===== src/rtl/mult_pkg.sv =====
// Shared definitions for the sequential shift-and-add multiplier.
package mult_pkg;

  // Controller state encoding.
  typedef enum logic [1:0] {
    ST_IDLE = 2'd0,
    ST_CALC = 2'd1,
    ST_FIN  = 2'd2
  } state_e;

  // Width of the iteration counter for a given operand width (never below 1 bit).
  function automatic int count_width(input int width);
    if (width > 2) begin
      return $clog2(width);
    end else begin
      return 1;
    end
  endfunction

endpackage


===== src/rtl/mult_shift_add_dp.sv =====
// Shift-and-add datapath: magnitude capture, accumulate/shift register,
// WIDTH+1-bit adder with kept carry, and final conditional negate.
module mult_shift_add_dp
  import mult_pkg::*;
#(
  parameter int WIDTH = 8
) (
  input  logic               clk,
  input  logic               rst_n,
  input  logic               load,
  input  logic               step,
  input  logic               signed_eff,
  input  logic [WIDTH-1:0]   a,
  input  logic [WIDTH-1:0]   b,
  output logic [2*WIDTH-1:0] result
);

  logic [WIDTH-1:0]   mcand_r;
  logic [2*WIDTH-1:0] acc_r;     // {acc_hi, mplr}
  logic               neg_r;
  logic [WIDTH:0]     addend_s;
  logic [WIDTH:0]     sum_s;

  // Unsigned magnitude; the most-negative value maps to 2^(WIDTH-1), which still fits.
  function automatic logic [WIDTH-1:0] magnitude(input logic [WIDTH-1:0] v, input logic s);
    if (s && v[WIDTH-1]) begin
      return ~v + WIDTH'(1);
    end else begin
      return v;
    end
  endfunction

  // Partial-product add into the upper half, carry kept in the extra bit.
  always_comb begin
    addend_s = '0;
    if (acc_r[0]) begin
      addend_s = {1'b0, mcand_r};
    end else begin
      addend_s = '0;
    end
    sum_s = {1'b0, acc_r[2*WIDTH-1:WIDTH]} + addend_s;
  end

  // Operand capture on load, one add-and-shift iteration per step.
  always_ff @(posedge clk or negedge rst_n) begin
    if (!rst_n) begin
      mcand_r <= '0;
      acc_r   <= '0;
      neg_r   <= 1'b0;
    end else if (load) begin
      mcand_r <= magnitude(a, signed_eff);
      acc_r   <= {{WIDTH{1'b0}}, magnitude(b, signed_eff)};
      neg_r   <= signed_eff & (a[WIDTH-1] ^ b[WIDTH-1]);
    end else if (step) begin
      acc_r   <= {sum_s, acc_r[WIDTH-1:1]};
    end else begin
      acc_r   <= acc_r;
    end
  end

  // Restore the sign; negating zero yields zero, so a zero operand needs no special case.
  always_comb begin
    result = acc_r;
    if (neg_r) begin
      result = ~acc_r + (2*WIDTH)'(1);
    end else begin
      result = acc_r;
    end
  end

endmodule


===== src/rtl/seq_array_multiplier.sv =====
// Multi-cycle signed/unsigned shift-and-add multiplier with start/busy/done handshake.
// Fixed latency of WIDTH+2 cycles start-to-start, back-to-back capable.
module seq_array_multiplier
  import mult_pkg::*;
#(
  parameter int WIDTH     = 8,
  parameter int SIGNED_EN = 1
) (
  input  logic               clk,
  input  logic               rst_n,
  input  logic               start,
  input  logic               signed_mode,
  input  logic [WIDTH-1:0]   a,
  input  logic [WIDTH-1:0]   b,
  output logic               busy,
  output logic               done,
  output logic [2*WIDTH-1:0] p,
  output logic               overflow_hint
);

  localparam int             CW             = count_width(WIDTH);
  localparam logic [CW-1:0]  LAST_COUNT     = CW'(WIDTH - 1);
  localparam logic           SIGNED_ALLOWED = (SIGNED_EN != 0);

  state_e             state_r;
  state_e             state_s;
  logic [CW-1:0]      count_r;
  logic               load_s;
  logic               step_s;
  logic               seff_s;
  logic               seff_r;
  logic [2*WIDTH-1:0] result_s;
  logic [WIDTH:0]     top_bits_s;
  logic               ovf_s;
  logic               busy_r;
  logic               done_r;
  logic [2*WIDTH-1:0] p_r;
  logic               ovf_r;

  assign seff_s = signed_mode & SIGNED_ALLOWED;

  mult_shift_add_dp #(
    .WIDTH (WIDTH)
  ) u_dp (
    .clk        (clk),
    .rst_n      (rst_n),
    .load       (load_s),
    .step       (step_s),
    .signed_eff (seff_s),
    .a          (a),
    .b          (b),
    .result     (result_s)
  );

  // State register.
  always_ff @(posedge clk or negedge rst_n) begin
    if (!rst_n) begin
      state_r <= ST_IDLE;
    end else begin
      state_r <= state_s;
    end
  end

  // Next-state and datapath control; start is only looked at in IDLE.
  always_comb begin
    state_s = state_r;
    load_s  = 1'b0;
    step_s  = 1'b0;
    case (state_r)
      ST_IDLE: begin
        if (start) begin
          load_s  = 1'b1;
          state_s = ST_CALC;
        end else begin
          state_s = ST_IDLE;
        end
      end
      ST_CALC: begin
        step_s = 1'b1;
        if (count_r == LAST_COUNT) begin
          state_s = ST_FIN;
        end else begin
          state_s = ST_CALC;
        end
      end
      ST_FIN: begin
        state_s = ST_IDLE;
      end
      default: begin
        state_s = ST_IDLE;
      end
    endcase
  end

  // Iteration counter and latched effective signedness.
  always_ff @(posedge clk or negedge rst_n) begin
    if (!rst_n) begin
      count_r <= '0;
      seff_r  <= 1'b0;
    end else if (load_s) begin
      count_r <= '0;
      seff_r  <= seff_s;
    end else if (state_r == ST_CALC) begin
      count_r <= count_r + CW'(1);
    end else begin
      count_r <= count_r;
    end
  end

  // Signed product fits in WIDTH bits only if its top WIDTH+1 bits are all equal.
  always_comb begin
    top_bits_s = result_s[2*WIDTH-1:WIDTH-1];
    ovf_s      = 1'b0;
    if (seff_r) begin
      ovf_s = ~((&top_bits_s) | ~(|top_bits_s));
    end else begin
      ovf_s = 1'b0;
    end
  end

  // Registered handshake and result; p/overflow_hint only update when leaving FIN.
  always_ff @(posedge clk or negedge rst_n) begin
    if (!rst_n) begin
      busy_r <= 1'b0;
      done_r <= 1'b0;
      p_r    <= '0;
      ovf_r  <= 1'b0;
    end else begin
      busy_r <= (state_s != ST_IDLE);
      done_r <= (state_r == ST_FIN);
      if (state_r == ST_FIN) begin
        p_r   <= result_s;
        ovf_r <= ovf_s;
      end else begin
        p_r   <= p_r;
        ovf_r <= ovf_r;
      end
    end
  end

  assign busy          = busy_r;
  assign done          = done_r;
  assign p             = p_r;
  assign overflow_hint = ovf_r;

endmodule


===== config.mk =====
export PLATFORM = sky130hd
export DESIGN_NAME = seq_array_multiplier
export DESIGN_NICKNAME = d
export VERILOG_FILES = /design/src/rtl/mult_pkg.sv /design/src/rtl/mult_shift_add_dp.sv /design/src/rtl/seq_array_multiplier.sv
export SDC_FILE = /design/constraint.sdc
export NUM_CORES = 1
export LEC_CHECK = 0
export CAP_MARGIN = 20
export CORE_UTILIZATION = 50
export CTS_CLUSTER_DIAMETER = 150
export DETAILED_ROUTE_END_ITERATION = 10
export PLACE_DENSITY = 0.81
export REMOVE_ABC_BUFFERS = 1
export SYNTH_ARGS = -nofsm -noshare
export SYNTH_HDL_FRONTEND = slang
export SYNTH_HIERARCHICAL = 1
export SYNTH_SLANG_ARGS = --single-unit

===== constraint.sdc =====
create_clock -name clk -period 5 [get_ports clk]
set_clock_uncertainty 0.1 [all_clocks]
set_input_delay 0.5 -clock clk [delete_from_list [all_inputs] [get_ports clk]]
set_output_delay 0.5 -clock clk [all_outputs]
set_load 0.01 [all_outputs]

# Word level (Yosys, flattened, before mapping)
# Index checks and enable logic that the tools add are counted.
# classes
addsub,5
n_eq_ne,3
mux,15
bitwise,8
reduce_logical,8
# ops
cell,count
two-way mux 16 bit,3
two-way mux 8 bit,3
"adder 16 x 1 -> 16 bit, second input constant",1
"adder 8 x 1 -> 8 bit, second input constant",2
NOT 16 bit,1
NOT 8 bit,2
adder 8 x 8 -> 9 bit,1
AND reduction 9 bit,1
OR reduction 9 bit,1
two-way mux 3 bit,2
nonzero test 2 bit,3
two-way mux 1 bit,5
case mux 2 bit (2 select lines),1
"adder 3 x 1 -> 3 bit, second input constant",1
"== test 3 bit, second input constant",1
"== test 2 x 1 -> 1 bit, second input constant",1
"== test 2 bit, second input constant",1
logical AND 1 bit,2
logical NOT 2 bit,1
two-way mux 2 bit,1
NOT 1 bit,2
bitwise AND 1 bit,1
bitwise OR 1 bit,1
XOR 1 bit,1
# word_totals
regBits,50
input_bits,20
output_inout_bits,19
wordCells,49

# Depth between registers and ports, before layout
# Gate-level depths: netlist of the first run.
# logic_depth
depth_word,8
depth_mapped,9
ltp_nobuf,8

# By module
# The synthesis of the first run kept the hierarchy.
# modules_own_cells
module,n_inst,cells_each,area_each_um2,seq_area_each_um2
mult_shift_add_dp,1,237,2065.7,625.6
seq_array_multiplier,1,102,999.7,625.6

# Least setup slack after synthesis of the first run
# OpenSTA, ideal clock, no wires.
# synth_timing
path_kind,register to register
start,register u_dp.acc_r[0]
end,register ovf_r (netlist: overflow_hint)
setup_time_ns,0.127
arrival_ns,2.013
required_time_ns,4.773
path_slack_ns,2.760
path_stages_with_launch,9
n_path_buf,1
cell_sequence,dfrtp_1 > buf_2 > nor3_2 > nand2_1 > o41ai_2 > xnor2_1 > or4_4 > nor4_2 > o31ai_1
# synth_via
elab_chain_len,8
# synth_lines
item,line_no,source
from (decl),mult_shift_add_dp.sv:19,logic [2*WIDTH-1:0] acc_r;
from (signal assigned),mult_shift_add_dp.sv:52,"acc_r <= {{WIDTH{1'b0}}, magnitude(b, signed_eff)};"
from (signal assigned),mult_shift_add_dp.sv:55,"acc_r <= {sum_s, acc_r[WIDTH-1:1]};"
from (signal assigned),mult_shift_add_dp.sv:57,acc_r <= acc_r;
NOT 16 bit (*),mult_shift_add_dp.sv:65,result = ~acc_r + (2*WIDTH)'(1);
adder 16 x 1 -> 16 bit (*),mult_shift_add_dp.sv:65,
two-way mux 16 bit (*),mult_shift_add_dp.sv:64,if (neg_r) begin
net result_s[9],seq_array_multiplier.sv:32,logic [2*WIDTH-1:0] result_s;
OR reduction 9 bit,seq_array_multiplier.sv:115,ovf_s = ~((&top_bits_s) | ~(|top_bits_s));
NOT 1 bit,seq_array_multiplier.sv:115,
bitwise OR 1 bit (*),seq_array_multiplier.sv:115,
NOT 1 bit (*),seq_array_multiplier.sv:115,
two-way mux 1 bit (*),seq_array_multiplier.sv:114,if (seff_r) begin
to (signal assigned),seq_array_multiplier.sv:133,ovf_r <= ovf_s;
to (signal assigned),seq_array_multiplier.sv:136,ovf_r <= ovf_r;
to (decl),seq_array_multiplier.sv:38,logic ovf_r;
# Mark *: on every way through the listed nets, which the timed path passes. The rest lies on a longest branch.
# A chain may end at the register's enable or synchronous reset.

# Worst setup path after layout of the first run
# Ends and elaborated chain as after synthesis.

==> results of run 1 <==
layout by cell type, fill, tap and decap left out, types with 5 or more instances in the layout:
| master | instances |
|---|---|
| nand2_1 | 67 |
| dfrtp_1 | 50 |
| clkdlybuf4s50_1 | 37 |
| a21oi_1 | 24 |
| xnor2_1 | 24 |
| nor2_1 | 22 |
| inv_1 | 14 |
| ha_1 | 13 |
| and2_1 | 8 |
| a211oi_1 | 8 |
| a31oi_1 | 7 |
| o21ai_0 | 6 |
| mux2i_1 | 6 |
| nand2b_1 | 5 |
| nor2b_1 | 5 |
| nor3_1 | 5 |
| clkbuf_8 | 5 |
final timing paths:
| kind | startpoint | to | cells after the start |
|---|---|---|---|
| setup / recovery | u_dp/acc_r[0]$_DFFE_PN0P_ | overflow_hint$_DFFE_PN0P_ | 8 |
| hold / removal | p[3]$_DFFE_PN0P_ | p[3]$_DFFE_PN0P_ | 2 |
| setup reg to reg | u_dp/acc_r[0]$_DFFE_PN0P_ | overflow_hint$_DFFE_PN0P_ | 8 |
| hold reg to reg | p[3]$_DFFE_PN0P_ | p[3]$_DFFE_PN0P_ | 2 |
| max in group asynchronous | rst_n | u_dp/acc_r[5]$_DFFE_PN0P_ | 3 |
| min in group asynchronous | rst_n | done$_DFF_PN0_ | 2 |
power breakdown:
part,total (uW),switching [uW],internal (uW)
clock,282,132,150
combinational,1130,568,558
sequential,797,210,587
through the flow:
step | utilization (%) | setup slack [ns] | cells
2_1_floorplan | - | 1.15 | 324
3_3_place_gp | 59.0 | 2.71 | 440
3_5_place_dp | 59.0 | 2.61 | 440
4_1_cts | 60.8 | 2.60 | 448
5_1_grt | 61.3 | 2.40 | 450
6_report | 61.3 | 2.62 | 450
metal layers:
layer | GRT usage, % | vias to the layer above | wire length (um)
met5 | 0 | - | 0
met4 | 6.96 | 0 | 82
met3 | 3.52 | 7 | 157
met2 | 36.5 | 48 | 2820
met1 | 26.3 | 1143 | 2840
li1 | - | 1245 | -
cell type report:
type	instances	area, um2
clock inverter	1	30.0
sequential	50	1250
multi-input combinational	259	1690
inverter	15	56.3
tap	75	93.8
fill	512	2290
clock buffer	7	76.3
timing repair buffer	43	428
worst reg2reg max path: cells and delay by family, from the launching register on:
kind                     cells  cell delay (ns)
AND/OR/NAND/NOR              3             0.89
flip-flops                   1             0.55
adder cells (fa/ha/maj)      1             0.26
XOR/XNOR                     1             0.19
AO/OA/AOI/OAI                2             0.19
buffers and inverters        1             0.11
registers in the layout, indices dropped and copies added (netlist names):
name / count
u_dp/neg_r: 1
u_dp/mcand_r: 8
done: 1
busy: 1
state_r: 2
p: 16
u_dp/acc_r: 16
overflow_hint: 1
count_r: 3
seff_r: 1
logic make-up (layout without fill, tap and decap cells):
logic type | after synthesis | after routing
mux | 8 | 8
xor+xnor | 27 | 27
buf+inv | 30 | 66
fa+ha+maj | 14 | 14
flops | 50 | 50
simple gates | 140 | 140
compound gates | 70 | 70
==> impl_metrics.ini, run 1 <==
[power_and_ir_drop]
p_per_area_nw_per_um2 = 608
p_total_uw = 2200
ir_drop_v = 0.000230
p_leak_uw = 0.00160

[synth]
syn_avg_cell_area_um2 = 9.04
synthFlopType = dfrtp_1
netlist_top_cells_count = nand2_1 (67), dfrtp_1 (50), a21oi_1 (24), xnor2_1 (24), nor2_1 (22)
synth-edff-count = 0
synthSimpleGateAreaFrac_pct = 23.4
synth_area_leaders = dfrtp_1 (41%), nand2_1 (8.2%), xnor2_1 (6.9%)
synthesis.area_um2 = 3070
synth_cell_type_count = 51
seq_area_frac_synth_pct = 40.8
synth-compound-area-share_pct = 15.1
ys_ff_latch = 50
synth_top_area_share_pct = 40.8
synth_top_area_cell = dfrtp_1
yosys.area_share.adder_pct = 5.96
synth_xor_area_share_pct = 7.71
yosysMostFrequentCell = nand2_1
yosysWarnings = 6
async_flop_share_pct = 100
netlist_instances = 339
synth_top_family_by_area = simple AND/OR/NAND/NOR gates
synthMuxAreaShare_pct = 2.69

[finish]
nets = 408
drive_gt1_share_pct = 7.73
postLayoutCellArea_um2 = 3630
n_antenna_cell = 0
syn2layout_area_growth_pct = 18.3

[grt]
grt_pass1_wl_mm = 10.6
antenna_found_initial = 0
grt_usage_pct = 21.0
grt_overflow = 0
grt_max_degree = 51
grt_pass1_vias = 2453

[clocking]
cts_sinks = 50
ctsResizeCount = 0
htree_levels = 2
clk_latency_ns = 0.31
cts_buffer_depth = 2
root_buffer = clkbuf_8
holdBufCountCts = 0
cts_setup_buffers = 0
path_clk_slew_ns = 0.09
numCtsBuffers = 5
cts_tree = done

[worst_setup_path]
reg2reg_slack_ns = 2.62
crit_chain = inv_1 -> ha_1 -> nand4b_1 -> o21ai_1 -> xnor2_1 -> or4_4 -> nor4_2 -> o31ai_1
cp-end-kind = flip-flop
critPathMaxFanout = 12
max_stage_delay_ns = 0.55
arrival_ns = 2.48
crit_family = simple AND/OR/NAND/NOR gates
crit_type = reg2reg
cp_slowest_cell = dfrtp_1
crit_buf_inv = 1
cp-start-kind = flip-flop
crit_required_ns = 5.10

[route]
vias_per_cell = 5.43
antenna_left = 0
drt_wl_total_mm = 5.90
drt-pass1-iter-count = 4
wire_per_inst_um = 13.1
drc = 0
dr.first_iter.drc_count = 144
via_count = 2443

[run]
cap_viol_max_count = 0

[floorplanning]
pin_count = 39
initial_core_util_pct = 51.8
fp.dieArea_um2 = 6450
fp.dieH_um = 80.3
rows = 28
die_width_um = 80.3
core_um2 = 5920

[place]
hpwlAfterDp_mm = 4.21
place_congestion = 0.842
place_area_um2 = 3490
io_buffers = 38

[sta]
setup_viol = 0
fmax_mhz = 419
rsz0062_at_grt = false
period_share_pct = 47.7
fin_hold_ws_ns = 0.380
fin_crit_ns = 2.38
fin_tns_setup_ns = 0
slew_viol_final = 0
slew_headroom_pct = 67.1
hold_violations = 0
max_slew.worst_pin.slew_ns = 0.494

[hold_path]
worstHoldPathType = reg2reg

[run_status]
outcome = finished, final reports clean
Note: power is estimated with default switching activity, not from simulation.
==> inputs of run 2 (changes only) <==
--- a/config.mk
+++ b/config.mk
@@ -9,7 +9,7 @@
 export CORE_UTILIZATION = 50
 export CTS_CLUSTER_DIAMETER = 150
 export DETAILED_ROUTE_END_ITERATION = 10
-export PLACE_DENSITY = 0.81
+export PLACE_DENSITY = 0.84
 export REMOVE_ABC_BUFFERS = 1
 export SYNTH_ARGS = -nofsm -noshare
 export SYNTH_HDL_FRONTEND = slang
==> constraint.sdc (replaced) <==
create_clock -name clk -period 1.9 [get_ports clk]
set_clock_uncertainty 0.1 [all_clocks]
set_input_delay 0.19 -clock clk [delete_from_list [all_inputs] [get_ports clk]]
set_output_delay 0.19 -clock clk [all_outputs]
set_load 0.01 [all_outputs]
==> impl_metrics.ini, run 2 (synthesis results as in run 1) <==
[route]
via_count = 2990
vias_per_cell = 5.78
dr.first_iter.drc_count = 194
drt_wl_total_mm = 9.11
drc = 0
drt-pass1-iter-count = 4
antenna_left = 0
wire_per_inst_um = 17.6

[place]
place_congestion = 0.917
dp_cells = 496
hpwlAfterDp_mm = 5.56
place_ws_ns = -0.372
io_buffers = 38

[worst_setup_path]
arrival_ns = 2.37
cp-end-kind = flip-flop
crit_required_ns = 2.00
crit_type = reg2reg
cp-start-kind = flip-flop
critPathMaxFanout = 2

[grt]
grt_overflow = 0
antenna_found_initial = 0
grt_pass1_vias = 3035
grt_max_degree = 28
grt_usage_pct = 28.5
grt_pass1_wl_mm = 13.9

[floorplanning]
initial_core_util_pct = 51.8
fp.dieH_um = 80.3
pin_count = 39
rows = 28
fp.dieArea_um2 = 6450
core_um2 = 5920
die_width_um = 80.3

[finish]
drive_gt1_share_pct = 31.2
fin_cells = 517
layout_commonest_cell = nand2_1
layout_common_cells = nand2_1 (61), buf_4 (60), dfrtp_1 (47), clkdlybuf4s50_1 (37), nor2_1 (22)
syn2layout_area_growth_pct = 46.1
nets = 475
n_antenna_cell = 0

[clocking]
root_buffer = clkbuf_8
cts_buffer_depth = 2
cts_sinks = 50
path_clk_slew_ns = 0.09
clk_latency_ns = 0.31
htree_levels = 2
numCtsBuffers = 5
cts_tree = done

[sta]
setup_viol = 10
fin_tns_setup_ns = -1.93
fmax_mhz = 439
slew_headroom_pct = 61.5
slew_viol_final = 0
fin_ws_ns = -0.377
fin_crit_ns = 2.28
hold_violations = 0
period_share_pct = 120
rsz0062_at_grt = true
fin_hold_ws_ns = 0.308
max_slew.worst_pin.slew_ns = 0.577

[power_and_ir_drop]
p_int_uw = 4860
swShare_pct = 41.9
pwr-share-seq_pct = 23.8
clkPwrFrac_pct = 9.1
ir_drop_v = 0.000801
p_per_area_nw_per_um2 = 1870
p_comb_share_pct = 67.2
switchingPower_uw = 3500
p_leak_uw = 0.00200

[run]
cap_viol_max_count = 0

[run_status]
violations = negative setup slack
outcome = complete, but fails checks

[hold_path]
worstHoldPathType = in2async
run 2: cell count changes in the layout (fill, tap and decap cells not counted), moves of 4 or more:
cell	before	now
a21oi_1	24	17
a21oi_2	0	4
buf_4	3	60
buf_6	0	9
ha_1	13	7
ha_4	0	6
nand2_1	67	61
nand2_2	0	6
run 2: final cells by class:
| cell class | instances | area, um2 |
|---|---|---|
| Clock buffer | 6 | 72.6 |
| Tap cell | 75 | 93.8 |
| Clock inverter | 2 | 37.5 |
| Fill cell | 396 | 1440 |
| Multi-Input combinational cell | 259 | 1990 |
| Sequential cell | 50 | 1250 |
| Inverter | 15 | 56.3 |
| Timing Repair Buffer | 110 | 977 |
run 2: final timing paths:
kind	start	cells past startpoint	slack, ns	to
worst min register to register	p[12]$_DFFE_PN0P_	2	0.38	p[12]$_DFFE_PN0P_
min in group clk	p[12]$_DFFE_PN0P_	2	0.38	p[12]$_DFFE_PN0P_
worst min-delay path	rst_n	2	0.31	u_dp/mcand_r[6]$_DFFE_PN0P_
worst max register to register	u_dp/acc_r[2]$_DFFE_PN0P_	8	-0.38	overflow_hint$_DFFE_PN0P_
worst max-delay path	u_dp/acc_r[2]$_DFFE_PN0P_	8	-0.38	overflow_hint$_DFFE_PN0P_
max in group asynchronous	rst_n	3	0.86	done$_DFF_PN0_
run 2: timing repair:
| item | in CTS | in global routing |
|---|---|---|
| resized for setup | 31 | 36 |
| hold buffers | 1 | 0 |
| pin swaps | 14 | 29 |
| setup buffers | 9 | 7 |
| endpoints found under the setup margin | 10 | 12 |
| endpoints found under the hold margin | 23 | 0 |
run 2: worst max-delay path: stages (launching register included):
cell     delay, ns
dfrtp_1       0.42
buf_4         0.16
nor3_4        0.14
nand2_2       0.09
o41ai_2       0.23
xnor2_1       0.17
or4_4         0.58
nor4_4        0.16
o31ai_1       0.12
run 2: metal layers:
layer  track usage [%]  routed length (um)  share of wire (%)  vias up
met5                 0                   0                  0        -
met4              14.8                 480                5.3        0
met3              5.00                 389                4.3       37
met2              53.4                4840                 53      118
met1              30.3                3400                 37     1457
li1                  -                   -                  -     1378
run 2: power groups by stage:
stage          clock (uW)  sequential (uW)  combinational [uW]
3_3_place_gp            0             1930                3950
3_5_place_dp            0             1970                4130
6_report              759             1990                5620
5_1_grt               806             2040                5990
2_1_floorplan           0             2070                2080
4_1_cts               764             1960                4710
run 2: per-stage QoR:
| step | util [%] | cell area (um2) | total power (uW) |
|---|---|---|---|
| detailed placement | 66.5 | 3940 | 6090 |
| floorplan | - | 2990 | 4150 |
| finish | 75.6 | 4480 | 8370 |
| global placement | 66.5 | 3940 | 5880 |
| global route | 75.6 | 4480 | 8840 |
| CTS | 72.1 | 4270 | 7430 |
==> inputs of run 3 (changes only) <==
--- a/config.mk
+++ b/config.mk
@@ -7,7 +7,7 @@
 export LEC_CHECK = 0
 export CAP_MARGIN = 20
 export CORE_UTILIZATION = 50
-export CTS_CLUSTER_DIAMETER = 150
+export CTS_CLUSTER_DIAMETER = 200
 export DETAILED_ROUTE_END_ITERATION = 10
 export PLACE_DENSITY = 0.84
 export REMOVE_ABC_BUFFERS = 1
==> results of run 3 <==
Final layout, timing and power as in run 2 (identical DEF).
